**src/rtl/sseg_pkg.sv**
```systemverilog
// Shared constants and helpers for the seven-segment display driver.
package sseg_pkg;

    // Segment bit positions within the 8-bit segment bus.
    localparam int unsigned SEG_A  = 0;
    localparam int unsigned SEG_B  = 1;
    localparam int unsigned SEG_C  = 2;
    localparam int unsigned SEG_D  = 3;
    localparam int unsigned SEG_E  = 4;
    localparam int unsigned SEG_F  = 5;
    localparam int unsigned SEG_G  = 6;
    localparam int unsigned SEG_DP = 7;

    // Active-high "nothing lit" pattern; pin polarity is applied at the output.
    localparam logic [7:0] SEG_OFF = 8'h00;

    // Ceiling log2, used to size counters.
    function automatic int unsigned clog2(input int unsigned v);
        int unsigned r;
        r = 0;
        for (int unsigned k = 0; k < 32; k++) begin
            if ((64'd1 << r) < 64'(v)) begin
                r = r + 1;
            end
        end
        return r;
    endfunction

    // Width of an index into n items; never less than one bit.
    function automatic int unsigned idx_width(input int unsigned n);
        return (n > 1) ? clog2(n) : 1;
    endfunction

    // Active-high glyph for a hex nibble, bit SEG_A..SEG_G = a..g.
    function automatic logic [6:0] hex_to_seg(input logic [3:0] nibble);
        logic [6:0] seg;
        seg = '0;
        case (nibble)
            4'h0: seg = 7'h3F;
            4'h1: seg = 7'h06;
            4'h2: seg = 7'h5B;
            4'h3: seg = 7'h4F;
            4'h4: seg = 7'h66;
            4'h5: seg = 7'h6D;
            4'h6: seg = 7'h7D;
            4'h7: seg = 7'h07;
            4'h8: seg = 7'h7F;
            4'h9: seg = 7'h6F;
            4'hA: seg = 7'h77;
            4'hB: seg = 7'h7C;
            4'hC: seg = 7'h39;
            4'hD: seg = 7'h5E;
            4'hE: seg = 7'h79;
            4'hF: seg = 7'h71;
            default: seg = '0;
        endcase
        return seg;
    endfunction

endpackage

```
**src/rtl/sseg_refresh_timer.sv**
```systemverilog
// Refresh timing chain: slot counter split into sub-count and phase, plus digit index.
module sseg_refresh_timer
    import sseg_pkg::*;
#(
    parameter int unsigned NUM_DIGITS = 4,
    parameter int unsigned DIV        = 25000,
    parameter int unsigned DIM_BITS   = 4,
    parameter int unsigned DIG_W      = idx_width(NUM_DIGITS)
) (
    input  logic                clk,
    input  logic                rst,
    output logic [DIG_W-1:0]    digit_idx,
    output logic [DIM_BITS-1:0] phase,
    output logic                frame_wrap
);

    // Cycles per brightness phase; the slot counter is phase*SUB + sub_cnt,
    // so phase falls out directly instead of needing a divider.
    localparam int unsigned SUB   = DIV >> DIM_BITS;
    localparam int unsigned SUB_W = idx_width(SUB);

    logic [SUB_W-1:0] sub_cnt;
    logic             sub_last;
    logic             slot_last;
    logic             digit_last;

    assign sub_last   = (sub_cnt == SUB_W'(SUB - 1));
    assign slot_last  = sub_last && (phase == '1);
    assign digit_last = (digit_idx == DIG_W'(NUM_DIGITS - 1));
    assign frame_wrap = slot_last && digit_last;

    // Advance sub-count, phase and digit index; phase wraps naturally at 2**DIM_BITS.
    always_ff @(posedge clk or posedge rst) begin
        if (rst) begin
            sub_cnt   <= '0;
            phase     <= '0;
            digit_idx <= '0;
        end else begin
            if (sub_last) begin
                sub_cnt <= '0;
                phase   <= phase + DIM_BITS'(1);
            end else begin
                sub_cnt <= sub_cnt + SUB_W'(1);
            end
            if (slot_last) begin
                digit_idx <= digit_last ? '0 : digit_idx + DIG_W'(1);
            end
        end
    end

endmodule

```
**src/rtl/sseg_display_mux.sv**
```systemverilog
// N-digit multiplexed seven-segment driver with double-buffered load,
// leading-zero suppression, per-digit blanking and PWM dimming.
module sseg_display_mux
    import sseg_pkg::*;
#(
    parameter int unsigned NUM_DIGITS = 4,
    parameter int unsigned CLK_HZ     = 100_000_000,
    parameter int unsigned SLOT_HZ    = 4000,
    parameter int unsigned DIM_BITS   = 4,
    parameter int unsigned ACTIVE_LOW = 1
) (
    input  logic                    clk,
    input  logic                    rst,
    input  logic [4*NUM_DIGITS-1:0] value,
    input  logic [NUM_DIGITS-1:0]   dp,
    input  logic [NUM_DIGITS-1:0]   blank,
    input  logic                    load,
    input  logic                    lz_en,
    input  logic [DIM_BITS-1:0]     brightness,
    output logic [NUM_DIGITS-1:0]   sseg_an,
    output logic [7:0]              sseg_sig,
    output logic                    frame_tick
);

    localparam int unsigned DIV   = CLK_HZ / SLOT_HZ;
    localparam int unsigned DIG_W = idx_width(NUM_DIGITS);

    localparam logic [NUM_DIGITS-1:0] AN_INV  = (ACTIVE_LOW != 0) ? '1 : '0;
    localparam logic [7:0]            SIG_INV = (ACTIVE_LOW != 0) ? '1 : '0;

    logic [DIG_W-1:0]    digit_idx;
    logic [DIM_BITS-1:0] phase;
    logic                frame_wrap;

    logic [4*NUM_DIGITS-1:0] pend_value;
    logic [NUM_DIGITS-1:0]   pend_dp;
    logic [NUM_DIGITS-1:0]   pend_blank;
    logic                    pend_valid;
    logic [4*NUM_DIGITS-1:0] disp_value;
    logic [NUM_DIGITS-1:0]   disp_dp;
    logic [NUM_DIGITS-1:0]   disp_blank;

    logic [NUM_DIGITS-1:0]   upper_zero;
    logic                    zero_above;
    logic [3:0]              cur_nib;
    logic                    cur_dp;
    logic                    cur_blank;
    logic                    cur_upper_zero;
    logic                    suppressed;
    logic                    lit;
    logic [NUM_DIGITS-1:0]   an_hi;
    logic [7:0]              seg_hi;

    sseg_refresh_timer #(
        .NUM_DIGITS (NUM_DIGITS),
        .DIV        (DIV),
        .DIM_BITS   (DIM_BITS),
        .DIG_W      (DIG_W)
    ) u_timer (
        .clk        (clk),
        .rst        (rst),
        .digit_idx  (digit_idx),
        .phase      (phase),
        .frame_wrap (frame_wrap)
    );

    assign frame_tick = frame_wrap;

    // Pending buffer takes every load; display buffer changes only at frame wrap.
    // A load in the wrap cycle lands in pending and waits a full frame.
    always_ff @(posedge clk or posedge rst) begin
        if (rst) begin
            pend_value <= '0;
            pend_dp    <= '0;
            pend_blank <= '0;
            pend_valid <= 1'b0;
            disp_value <= '0;
            disp_dp    <= '0;
            disp_blank <= '0;
        end else begin
            if (frame_wrap && pend_valid) begin
                disp_value <= pend_value;
                disp_dp    <= pend_dp;
                disp_blank <= pend_blank;
                pend_valid <= 1'b0;
            end
            if (load) begin
                pend_value <= value;
                pend_dp    <= dp;
                pend_blank <= blank;
                pend_valid <= 1'b1;
            end
        end
    end

    // Select the current digit, evaluate suppression and PWM gate, build active-high pins.
    always_comb begin
        upper_zero     = '0;
        zero_above     = 1'b1;
        cur_nib        = '0;
        cur_dp         = 1'b0;
        cur_blank      = 1'b0;
        cur_upper_zero = 1'b0;
        an_hi          = '0;
        seg_hi         = SEG_OFF;

        // upper_zero[i]: nibbles i..NUM_DIGITS-1 are all zero.
        for (int unsigned k = 0; k < NUM_DIGITS; k++) begin
            int unsigned i;
            i = NUM_DIGITS - 1 - k;
            upper_zero[i] = zero_above && (disp_value[4*i +: 4] == 4'h0);
            zero_above    = upper_zero[i];
        end

        for (int unsigned i = 0; i < NUM_DIGITS; i++) begin
            if (digit_idx == DIG_W'(i)) begin
                cur_nib        = disp_value[4*i +: 4];
                cur_dp         = disp_dp[i];
                cur_blank      = disp_blank[i];
                cur_upper_zero = upper_zero[i];
            end
        end

        suppressed = lz_en && (digit_idx != '0) && cur_upper_zero;
        lit        = !cur_blank && (phase <= brightness);

        if (lit) begin
            an_hi[digit_idx] = 1'b1;
            seg_hi[6:0]      = suppressed ? 7'h00 : hex_to_seg(cur_nib);
            seg_hi[SEG_DP]   = cur_dp;
        end
    end

    // Anodes and segments registered together so both change on the same edge.
    always_ff @(posedge clk or posedge rst) begin
        if (rst) begin
            sseg_an  <= AN_INV;
            sseg_sig <= SEG_OFF ^ SIG_INV;
        end else begin
            sseg_an  <= an_hi ^ AN_INV;
            sseg_sig <= seg_hi ^ SIG_INV;
        end
    end

endmodule

```
**config.mk**
```make
export PLATFORM = sky130hd
export DESIGN_NAME = sseg_display_mux
export DESIGN_NICKNAME = d
export VERILOG_FILES = /design/src/rtl/sseg_pkg.sv /design/src/rtl/sseg_refresh_timer.sv /design/src/rtl/sseg_display_mux.sv
export SDC_FILE = /design/constraint.sdc
export NUM_CORES = 1
export LEC_CHECK = 0
export ABC_AREA = 0
export BUFFER_PORTS_ARGS = -buffer_cell sky130_fd_sc_hd__buf_2
export CORE_ASPECT_RATIO = 1.25
export CORE_MARGIN = 2
export CORE_UTILIZATION = 58
export DETAILED_ROUTE_END_ITERATION = 16
export GPL_TIMING_DRIVEN = 0
export PLACE_DENSITY = 0.8
export REMOVE_ABC_BUFFERS = 1
export SYNTH_ARGS = -nofsm -noshare
export SYNTH_HDL_FRONTEND = slang
export SYNTH_SLANG_ARGS = --single-unit
export TNS_END_PERCENT = 50
```
**constraint.sdc**
```tcl
create_clock -name clk -period 3.4 [get_ports clk]
set_clock_uncertainty 0.05 [all_clocks]
set_input_delay 0.85 -clock clk [delete_from_list [all_inputs] [get_ports clk]]
set_output_delay 0.85 -clock clk [all_outputs]
set_load 0.01 [all_outputs]
```
==> implementation parameters <==
Parameter                              Value

Setup path
  Critical path, cell by cell ... or4b_4, nor4b_4, nand2_1, inv_1, buf_2
  Class of the most critical setup path ... flip-flop to output port
  CP Launch Type ... flip-flop
  R2R Setup Slk ... ~480 ps
  Critical path data required time ... about 2500 ps
  CP max stage cell ... sky130_fd_sc_hd__nor4b_4
  Cell type group with the largest total delay on the critical path ... simple AND/OR/NAND/NOR gates
  Crit path arrival time ... 2330 ps
  Worst Path Max Fanout ... 14
  Crit path buf inv count ... 2
  Crit end category ... output port
  Crit-path max cell delay ... 630 ps

GRT
  Aggregate global routing overflow ... 0
  Global-route wire length before repair ... 10700 µm
  Total GRT Usage ... slightly above 20%
  Number of global-route vias before repair ... roughly 2300
  Pin count of the biggest net entering global routing ... 47
  Initial antenna violation count ... 0

Synth
  Primary FF master, synth ... sky130_fd_sc_hd__dfrtp_1
  Number of enable flip-flop cells after synthesis ... 0
  Async set or reset register ratio after synthesis ... 100%
  Number of flip-flops and latches in the synthesized netlist ... 78
  Dominant cell type by area after synthesis ... sky130_fd_sc_hd__dfrtp_1
  Syn Std Cell Area ... ~3600 µm²
  Share of the synthesized area in the top cell type ... 45.4%
  Yosys warning total ... 0
  Share of synthesized area occupied by flip-flops and latches ... 54.1%
  Yosys cell types ... 43
  Library cell with the highest instance count after synthesis ... sky130_fd_sc_hd__dfrtp_1
  Syn Inst Count ... 293
  Top cells by count, synth ... sky130_fd_sc_hd__dfrtp_1, sky130_fd_sc_hd__mux2_2, sky130_fd_sc_hd__mux2_1
  Synth area leaders ... sky130_fd_sc_hd__dfrtp_1, sky130_fd_sc_hd__mux2_2, sky130_fd_sc_hd__dfstp_2
  Mean cell area of the mapped netlist ... 12.4 µm²

Floorplanning
  Placeable core region ... between 6000 and 7000 µm²
  Area enclosed by the die boundary ... 6920 µm²
  Ports ... 45
  Cell row count ... 32
  Die width ... ~75 µm
  Initial core utilization ... 59.4%
  Die boundary height ... ~93 µm

Job
  Max-capacitance violation count ... 0

CTS
  Worst-case clock buffer depth ... 2
  Clk slew on worst S/H paths ... about 80 ps
  Clock latency reported for the late side of the worst-skew pair ... about 350 ps
  Cell chosen for the clock root ... sky130_fd_sc_hd__clkbuf_8
  CTS Hold Bufs ... 0
  CTS Buf Count ... 9
  Buffers inserted by post-CTS timing repair ... 0
  CTS tree ... yes
  Num Clock Sinks ... just under 80
  Maximum level of the CTS H-tree ... 3

Drt
  Violation count after the first detailed-routing iteration ... 105
  Via total after detailed routing ... 2361
  Post-route DRC violation count ... 0
  Routed vias/inst ... 5.54
  Routed wire length ... 6180 µm
  Antenna violation net count after detailed routing ... 0
  Length of the first detailed-routing pass in iterations ... 4
  WL per Instance ... 14.5 µm

Timing
  Worst Max-Slew Pin Slew ... ~860 ps
  Final critical path time including I/O delays and setup ... 3230 ps
  Setup total negative slack ... 0 ps
  Final Slew Violations ... 0
  Normalized max-slew margin ... 42.2%
  Final WS setup ... about 170 ps
  Count of final setup violators ... 0
  RSZ-0062 raised after global routing ... true
  Achievable frequency ... 310 MHz
  Number of failing hold endpoints at the final stage ... 0
  Post-route fraction of the period consumed by the critical path ... 95.0%

Pwr
  Leakage ... 0.00194 µW
  Worst IR drop on VDD ... 0.375 mV
  P per Cell Area ... 414 nW/µm²

Placed design
  Setup WS pre-CTS ... 113 ps
  Routability congestion estimate ... between 0.8 and 0.9
  Port Buf Inserts ... 44
  Detailed-placement wirelength estimate ... between 4000 and 5000 µm

Finish
  Layout overhead on the synthesized area ... 13.0%
  Antenna cell count ... 0
  Net count reported at finish ... 385
  Fraction of final layout cells with drive strength greater than 1 ... between 30% and 40%

Outcome
  Run status ... finished clean

Hold path
  Tightest Hold Check Type ... flip-flop to flip-flop
logic make-up after synthesis:
group / Yosys count / share of synthesized area [%]
buf+inv: 25 / 3.16
compound gates: 36 / 6.40
simple gates: 74 / 11.7
flops: 78 / 54.1
xor+xnor: 10 / 2.41
mux: 53 / 16.4
fa+ha+maj: 17 / 5.85
metal layers:
| layer | global-route usage, % | wire length, µm |
|---|---|---|
| met1 | 26.1 | 2710 |
| met5 | 0 | 0 |
| met4 | 9.67 | 76 |
| met2 | 32.2 | 3150 |
| met3 | 4.68 | 234 |
flip-flops by register name, summed over array words and instances, names as in the netlist, 4 cells and up:
name             flops
pend_blank           4
pend_dp              4
disp_value          16
disp_dp              4
disp_blank           4
sseg_an              4
u_timer.phase        4
sseg_sig             8
u_timer.sub_cnt     11
pend_value          16
per-stage QoR:
stage / instance area [µm²] / utilization, % / hold slack [ps] / std cells / power [µW]
after floorplan: 3570 / - / 391 / 280 / 1040
after global placement: 3890 / 63.6 / 404 / 409 / 1070
after detailed placement: 3920 / 64.1 / 411 / 410 / 1080
after CTS: 4110 / 67.1 / 430 / 426 / 1720
after global routing: 4110 / 67.1 / 454 / 426 / 1770
final: 4110 / 67.1 / 425 / 426 / 1700
repair_timing:
action / 4_1_cts / 5_1_grt
endpoints found under the setup margin: 0 / 25
endpoints found under the hold margin: 0 / 0
gates resized for setup: 0 / 1
layout by cell type (no fill, tap or decap), types with 2 or more instances in the layout:
cell type / instances
sky130_fd_sc_hd__nand2_1: 18
sky130_fd_sc_hd__ha_1: 17
sky130_fd_sc_hd__or3_1: 3
sky130_fd_sc_hd__nand4_1: 4
sky130_fd_sc_hd__xnor2_1: 7
sky130_fd_sc_hd__dfstp_2: 12
sky130_fd_sc_hd__a211o_1: 3
sky130_fd_sc_hd__clkbuf_8: 11
sky130_fd_sc_hd__nor3_1: 2
sky130_fd_sc_hd__o211ai_1: 2
sky130_fd_sc_hd__o21ai_0: 8
sky130_fd_sc_hd__xor2_1: 3
sky130_fd_sc_hd__a211oi_1: 8
sky130_fd_sc_hd__buf_2: 44
sky130_fd_sc_hd__dfrtp_1: 66
sky130_fd_sc_hd__mux2_2: 32
sky130_fd_sc_hd__mux2_1: 20
sky130_fd_sc_hd__a31oi_1: 2
sky130_fd_sc_hd__nor3b_1: 4
sky130_fd_sc_hd__inv_1: 11
sky130_fd_sc_hd__and4_1: 2
sky130_fd_sc_hd__nand3b_1: 6
sky130_fd_sc_hd__nor2b_1: 6
sky130_fd_sc_hd__nand3_1: 5
sky130_fd_sc_hd__a22oi_1: 2
sky130_fd_sc_hd__a21oi_1: 8
sky130_fd_sc_hd__nor2_1: 13
sky130_fd_sc_hd__and2_1: 2
worst paths after layout:
check,from,endpoint,cells past startpoint
max,u_timer.sub_cnt[6]$_DFF_PP0_,frame_tick,5
min,pend_valid$_DFFE_PP0P_,pend_valid$_DFFE_PP0P_,1
max reg2reg,u_timer.sub_cnt[6]$_DFF_PP0_,disp_value[15]$_DFFE_PP0P_,4
min reg2reg,pend_valid$_DFFE_PP0P_,pend_valid$_DFFE_PP0P_,1
max in group asynchronous,rst,sseg_an[3]$_DFF_PP1_,3
min in group asynchronous,rst,pend_value[13]$_DFFE_PP0P_,2
area by class of cell:
type,count,area [µm²]
timing repair buffer,45,248
clock inverter,4,30.0
inverter,12,47.5
fill,485,2020
tap,85,106
clock buffer,12,155
sequential,78,1970
multi-input combinational,190,1560
where the power goes:
part | internal [µW] | switching, µW | leakage (µW)
registers | 960 | 15.2 | 0.000973
logic | 45.5 | 39.9 | 0.000869
clock network | 308 | 332 | 0.0000930
total | 1310 | 387 | 0.00194
worst register-to-register path, delay by kind of cell (launching register included):
kind	cells	cell delay, ps
muxes	1	410
and+or+nand+nor	3	1910
DFF	1	440
(Power assumes the default switching activity.)
